### src/rtl/prog_loader_pkg.sv
// prog_loader_pkg: shared state, error-code and width definitions for the instruction loader.
package prog_loader_pkg;
    typedef enum logic [3:0] {
        IDLE, LEN_LO, LEN_HI, INS_LO, INS_HI, START, RUN, FINISH, ERROR
    } loader_state_t;
    typedef enum logic [1:0] {ERR_NONE, ERR_HIBYTE, ERR_LEN, ERR_TIMEOUT} err_code_t;
    localparam int INSTR_W = 9;
endpackage

### src/rtl/prog_loader.sv
// prog_loader: streams a length-prefixed byte program into instruction memory,
// starts the processor and reports run length, completion or error to the host.
module prog_loader
    import prog_loader_pkg::*;
#(
    parameter int unsigned DEPTH          = 1024,
    parameter int unsigned START_CYCLES   = 2,
    parameter int unsigned MAX_RUN_CYCLES = 1000000
) (
    input  logic               CLK,
    input  logic               reset,
    input  logic               go,
    input  logic               in_valid,
    input  logic [7:0]         in_data,
    output logic               in_ready,
    output logic               imem_we,
    output logic [15:0]        imem_addr,
    output logic [INSTR_W-1:0] imem_wdata,
    output logic               start,
    input  logic               done,
    output logic               busy,
    output logic               run_done,
    output logic [31:0]        run_cycles,
    output logic [1:0]         err_code
);
    loader_state_t state;
    logic [7:0]    len_lo;
    logic [15:0]   len;
    logic [7:0]    lo;
    logic [15:0]   addr;
    logic [31:0]   start_cnt;
    logic [31:0]   cnt;
    logic          accept;

    assign in_ready = state inside {LEN_LO, LEN_HI, INS_LO, INS_HI};
    assign busy     = !(state inside {IDLE, FINISH, ERROR});
    assign accept   = in_valid & in_ready;

    always_ff @(posedge CLK or negedge reset) begin
        if (!reset) begin
            state      <= IDLE;
            len_lo     <= '0;
            len        <= '0;
            lo         <= '0;
            addr       <= '0;
            start_cnt  <= '0;
            cnt        <= '0;
            imem_we    <= 1'b0;
            imem_addr  <= '0;
            imem_wdata <= '0;
            start      <= 1'b0;
            run_done   <= 1'b0;
            run_cycles <= '0;
            err_code   <= ERR_NONE;
        end else begin
            imem_we <= 1'b0;
            case (state)
                IDLE, FINISH, ERROR: if (go) begin
                    state      <= LEN_LO;
                    run_done   <= 1'b0;
                    err_code   <= ERR_NONE;
                    run_cycles <= '0;
                    addr       <= '0;
                end
                LEN_LO: if (accept) begin
                    len_lo <= in_data;
                    state  <= LEN_HI;
                end
                LEN_HI: if (accept) begin
                    len  <= {in_data, len_lo};
                    addr <= '0;
                    if ({in_data, len_lo} == 16'd0 || {1'b0, in_data, len_lo} > 17'(DEPTH)) begin
                        state    <= ERROR;
                        err_code <= ERR_LEN;
                    end else
                        state <= INS_LO;
                end
                INS_LO: if (accept) begin
                    lo    <= in_data;
                    state <= INS_HI;
                end
                INS_HI: if (accept) begin
                    if (in_data[7:1] != 7'd0) begin
                        state    <= ERROR;
                        err_code <= ERR_HIBYTE;
                    end else begin
                        imem_we    <= 1'b1;
                        imem_addr  <= addr;
                        imem_wdata <= {in_data[0], lo};
                        addr       <= addr + 16'd1;
                        if (addr + 16'd1 == len) begin
                            state     <= START;
                            start     <= 1'b1;
                            start_cnt <= '0;
                        end else
                            state <= INS_LO;
                    end
                end
                START: begin
                    start_cnt <= start_cnt + 32'd1;
                    if (start_cnt >= START_CYCLES - 1) begin
                        start <= 1'b0;
                        state <= RUN;
                        cnt   <= '0;
                    end
                end
                RUN: begin
                    if (done) begin
                        run_cycles <= cnt;
                        run_done   <= 1'b1;
                        state      <= FINISH;
                    end else if (MAX_RUN_CYCLES != 0 && cnt >= MAX_RUN_CYCLES) begin
                        run_cycles <= cnt;
                        err_code   <= ERR_TIMEOUT;
                        state      <= ERROR;
                    end else if (cnt != '1)
                        cnt <= cnt + 32'd1;
                end
                default: state <= IDLE;
            endcase
        end
    end
endmodule

### config.mk
export PLATFORM = sky130hd
export DESIGN_NAME = prog_loader
export DESIGN_NICKNAME = d
export VERILOG_FILES = /design/src/rtl/prog_loader_pkg.sv /design/src/rtl/prog_loader.sv
export SDC_FILE = /design/constraint.sdc
export NUM_CORES = 1
export LEC_CHECK = 0
export CELL_PAD_IN_SITES_DETAIL_PLACEMENT = 1
export CELL_PAD_IN_SITES_GLOBAL_PLACEMENT = 1
export CORE_ASPECT_RATIO = 1.4
export CORE_MARGIN = 2
export CORE_UTILIZATION = 46
export DETAILED_ROUTE_END_ITERATION = 8
export HOLD_SLACK_MARGIN = 0.05
export MAX_ROUTING_LAYER = met4
export PLACE_DENSITY = 0.8
export SLEW_MARGIN = 5
export SYNTH_ARGS = -nofsm -noshare
export SYNTH_HDL_FRONTEND = slang
export SYNTH_SLANG_ARGS = --single-unit
### constraint.sdc
create_clock -name CLK -period 3.4 [get_ports CLK]
set_input_delay 0.68 -clock CLK [delete_from_list [all_inputs] [get_ports CLK]]
set_output_delay 0.68 -clock CLK [all_outputs]
set_load 0.05 [all_outputs]
==> reports/metrics.csv, run 1 <==
metric,value,unit
slowest CP cell,clkdlybuf4s50_1,
Final Wtd Congestion,0.895,
Ports,77,
Critical Path RT,2.72,ns
skew final,0.0153,ns
row cnt,60,
DRT Wirelength,24.3,mm
ANT nets after route,0,
number of vias in the routed layout,7130,
CP Cell Sequence,nor2b_1 -> buf_4 -> a31oi_1 -> clkdlybuf4s50_1,
largest net degree at the start of global routing,89,
startpoint type of the worst setup path,flip-flop,
Pwr per Cell Area,588,nW/um2
Resized Gates After CTS,0,
xor and xnor area share after synthesis,2.52,%
setup violators final,0,
Async SR Flop Fraction,100,%
largest family of logic cells by synthesized area,compound AO/OA/AOI/OAI gates,
max frequency,0.312,GHz
YS warnings,0,
Initial Utilization,47.0,%
critical path arrival,2.52,ns
RSZ-0062 raised after global routing,no,
DIE AREA,20800,um2
HP Class,in2async,
clk sink count,178,
via count of the first global-routing pass,7643,
syn avg cell area,10.7,um2
hold_buf cts,0,
clk_lat worst skew,0.45,ns
"Net count, final",942,
"EDFF count, synth",0,
"Primary FF master, synth",dfrtp_1,
final hold vios,0,
worst setup path class,reg2out,
Leak,0.00466,uW
status,"complete, no violations",
syn_nets,867,
share of cells above drive strength 1,15.9,%
drt drc,0,
DR pass1 iterations,4,
CTS root buf,clkbuf_16,
"Seq/Total Area, Yosys",49.3,%
Max IR drop VDD,0.373,mV
TritonCTS Buffers,17,
setup bufs post-CTS,0,
Longest Clk Path Bufs,2,
CTS tree,yes,
CP top delay family,buffers and inverters,
Slew Limit Headroom,48.4,%
Unique masters post-synth,73,
total gr overflow,0,
Mapped Area,9030,um2
final design utilization,56.0,%
H-tree depth,4,
Core ar.,19200,um2
routed length per placed instance,20.5,um
gr usage total,25.1,%
final worst path period need,3.20,ns
chip height,170,um
"Buf+Inv Stages, Crit Path",2,
mux contribution to synthesized area,11.3,%
post-synthesis simple-gate area fraction,16.3,%
Area Growth Syn to Fin,19.2,%
crit end category,primary output,
PortBufs,76,
DP HPWL,16.4,mm
Crit Path Max Fanout,13,
first-pass GRT wire length,39.8,mm
vias per inst,6.02,
Pins Over Slew Limit,0,
#FFs+latches synth,178,
die width,122,um
max_cap viols,0,
CP peak stage delay,0.86,ns
Worst-path clk slew,0.07,ns
DRT iter0 DRCs,427,
# diodes,0,
Final Cycle Share,94.2,%
post-route setup TNS,0,ns
Post-Synth Adder-Cell Area,0.831,%
Compound-Gate Fraction of Synth Area,16.4,%
post-synthesis cell count,848,
antenna violations before repair,0,
Slew @ Worst Pin,0.773,ns
==> path summary, 6_finish.rpt <==
check / from / endpoint / slack (ns) / depth (start not counted)
worst max-delay path: state[3]$_DFFE_PN0P_ / busy / 0.20 / 4
worst max register to register: addr[1]$_DFFE_PN0P_ / start_cnt[31]$_DFFE_PN0P_ / 0.29 / 9
worst min-delay path: reset / imem_addr[4]$_DFFE_PN0P_ / 0.26 / 1
worst min register to register: run_cycles[18]$_DFFE_PN0P_ / run_cycles[18]$_DFFE_PN0P_ / 0.50 / 1
min in group CLK: run_cycles[18]$_DFFE_PN0P_ / run_cycles[18]$_DFFE_PN0P_ / 0.50 / 1
max in group asynchronous: reset / imem_wdata[0]$_DFFE_PN0P_ / 2.33 / 2
==> cell usage in the layout (no fill, tap or decap), types with 28 or more instances in the layout <==
| cell type | n |
|---|---|
| a21oi_1 | 37 |
| a22o_1 | 34 |
| and3_1 | 28 |
| buf_4 | 33 |
| clkdlybuf4s50_1 | 74 |
| dfrtp_1 | 178 |
| mux2_2 | 63 |
| mux2i_1 | 31 |
| nand2_1 | 44 |
| nor2_1 | 34 |
| o21ai_0 | 59 |
| o21bai_1 | 28 |
==> metal layers <==
metal,wire [um],global-route usage (%),share of wire (%),vias to the layer above
met5,0,-,0,-
met4,865,11.2,3.6,0
met3,602,3.38,2.5,68
met2,13000,43.7,54,137
met1,9820,28.4,40,3625
li1,-,-,-,3300
==> state kept, by name (all words and copies together), names as in the netlist <==
register    count
addr           16
cnt            32
len            16
imem_addr      16
run_done        1
lo              8
imem_we         1
start_cnt      32
imem_wdata      9
err_code        2
start           1
state           4
len_lo          8
run_cycles     32
==> layout make-up <==
cell class,count,area [um2]
Clock buffer,18,429
Clock inverter,14,160
Fill cell,2081,8450
Inverter,14,52.6
Multi-Input combinational cell,600,4290
Sequential cell,178,4450
Tap cell,248,310
Timing Repair Buffer,112,1070
==> kinds of logic after synthesis <==
group           Yosys count
fa+ha+maj                 6
xor+xnor                 26
mux                      94
buf+inv                  70
simple gates            254
compound gates          220
flops                   178
==> cells in the mapped netlist (all sizes together) (3+ instances only) <==
master  count  area [um2]
nor3       15        85.1
mux2i      31         310
a21boi      4        30.0
or3         4        25.0
a31oi       9        56.3
a22o       34         298
nor4       22         159
and4        4        35.0
mux2       63         709
or4         3        26.3
buf        17        96.3
o31ai       5        42.5
nor2       36         151
and2        9        56.3
o21bai     28         210
o21ai      68         340
dfrtp     178        4450
o21a        3        22.5
nand3b      6        45.0
a41oi       4        35.0
and3       28         175
nand4      24         150
ha          6        75.1
a21oi      37         185
inv        14        52.6
clkbuf     39         148
xor2        5        43.8
nand3      25         135
o22a        3        26.3
nor2b      18         113
nand2      45         171
xnor2      21         184
a211oi      7        62.6
nor4b       4        50.1
==> power breakdown <==
| group | switching, uW | internal [uW] | total, uW |
|---|---|---|---|
| Clock | 969 | 987 | 1960 |
| Sequential | 350 | 2410 | 2760 |
| Combinational | 920 | 697 | 1620 |
| Total | 2240 | 4090 | 6330 |
==> metrics by stage <==
step           setup slack, ns  total power (uW)  area, um2  cells  hold slack, ns
6_report                 0.196              6330      10800   1184           0.261
5_1_grt                 0.0968              6630      10800   1184           0.333
4_1_cts                 0.0916              6370      10800   1184           0.298
3_5_place_dp            0.0668              4380      10200   1152           0.488
3_3_place_gp             0.172              4310      10200   1152           0.483
2_1_floorplan            0.579              3810       9030    848           0.384
==> worst reg2reg max path: stages (launching register included) <==
cell	delay, ns
dfrtp_1	0.47
ha_1	0.35
nand3_2	0.21
nor4_2	0.50
xnor2_1	0.16
nor4_1	0.20
nand4b_1	0.22
buf_12	0.28
a211oi_1	0.40
mux2i_1	0.23
Power figures use the tool's default switching activity.
==> run 2: changes to the inputs <==
--- a/config.mk
+++ b/config.mk
@@ -5,6 +5,7 @@
 export SDC_FILE = /design/constraint.sdc
 export NUM_CORES = 1
 export LEC_CHECK = 0
+export ABC_CLOCK_PERIOD_IN_PS = 3400
 export CELL_PAD_IN_SITES_DETAIL_PLACEMENT = 1
 export CELL_PAD_IN_SITES_GLOBAL_PLACEMENT = 1
 export CORE_ASPECT_RATIO = 1.4
==> results of run 2 <==
Same layout as run 1: the final DEF is identical, and so are final timing and power.
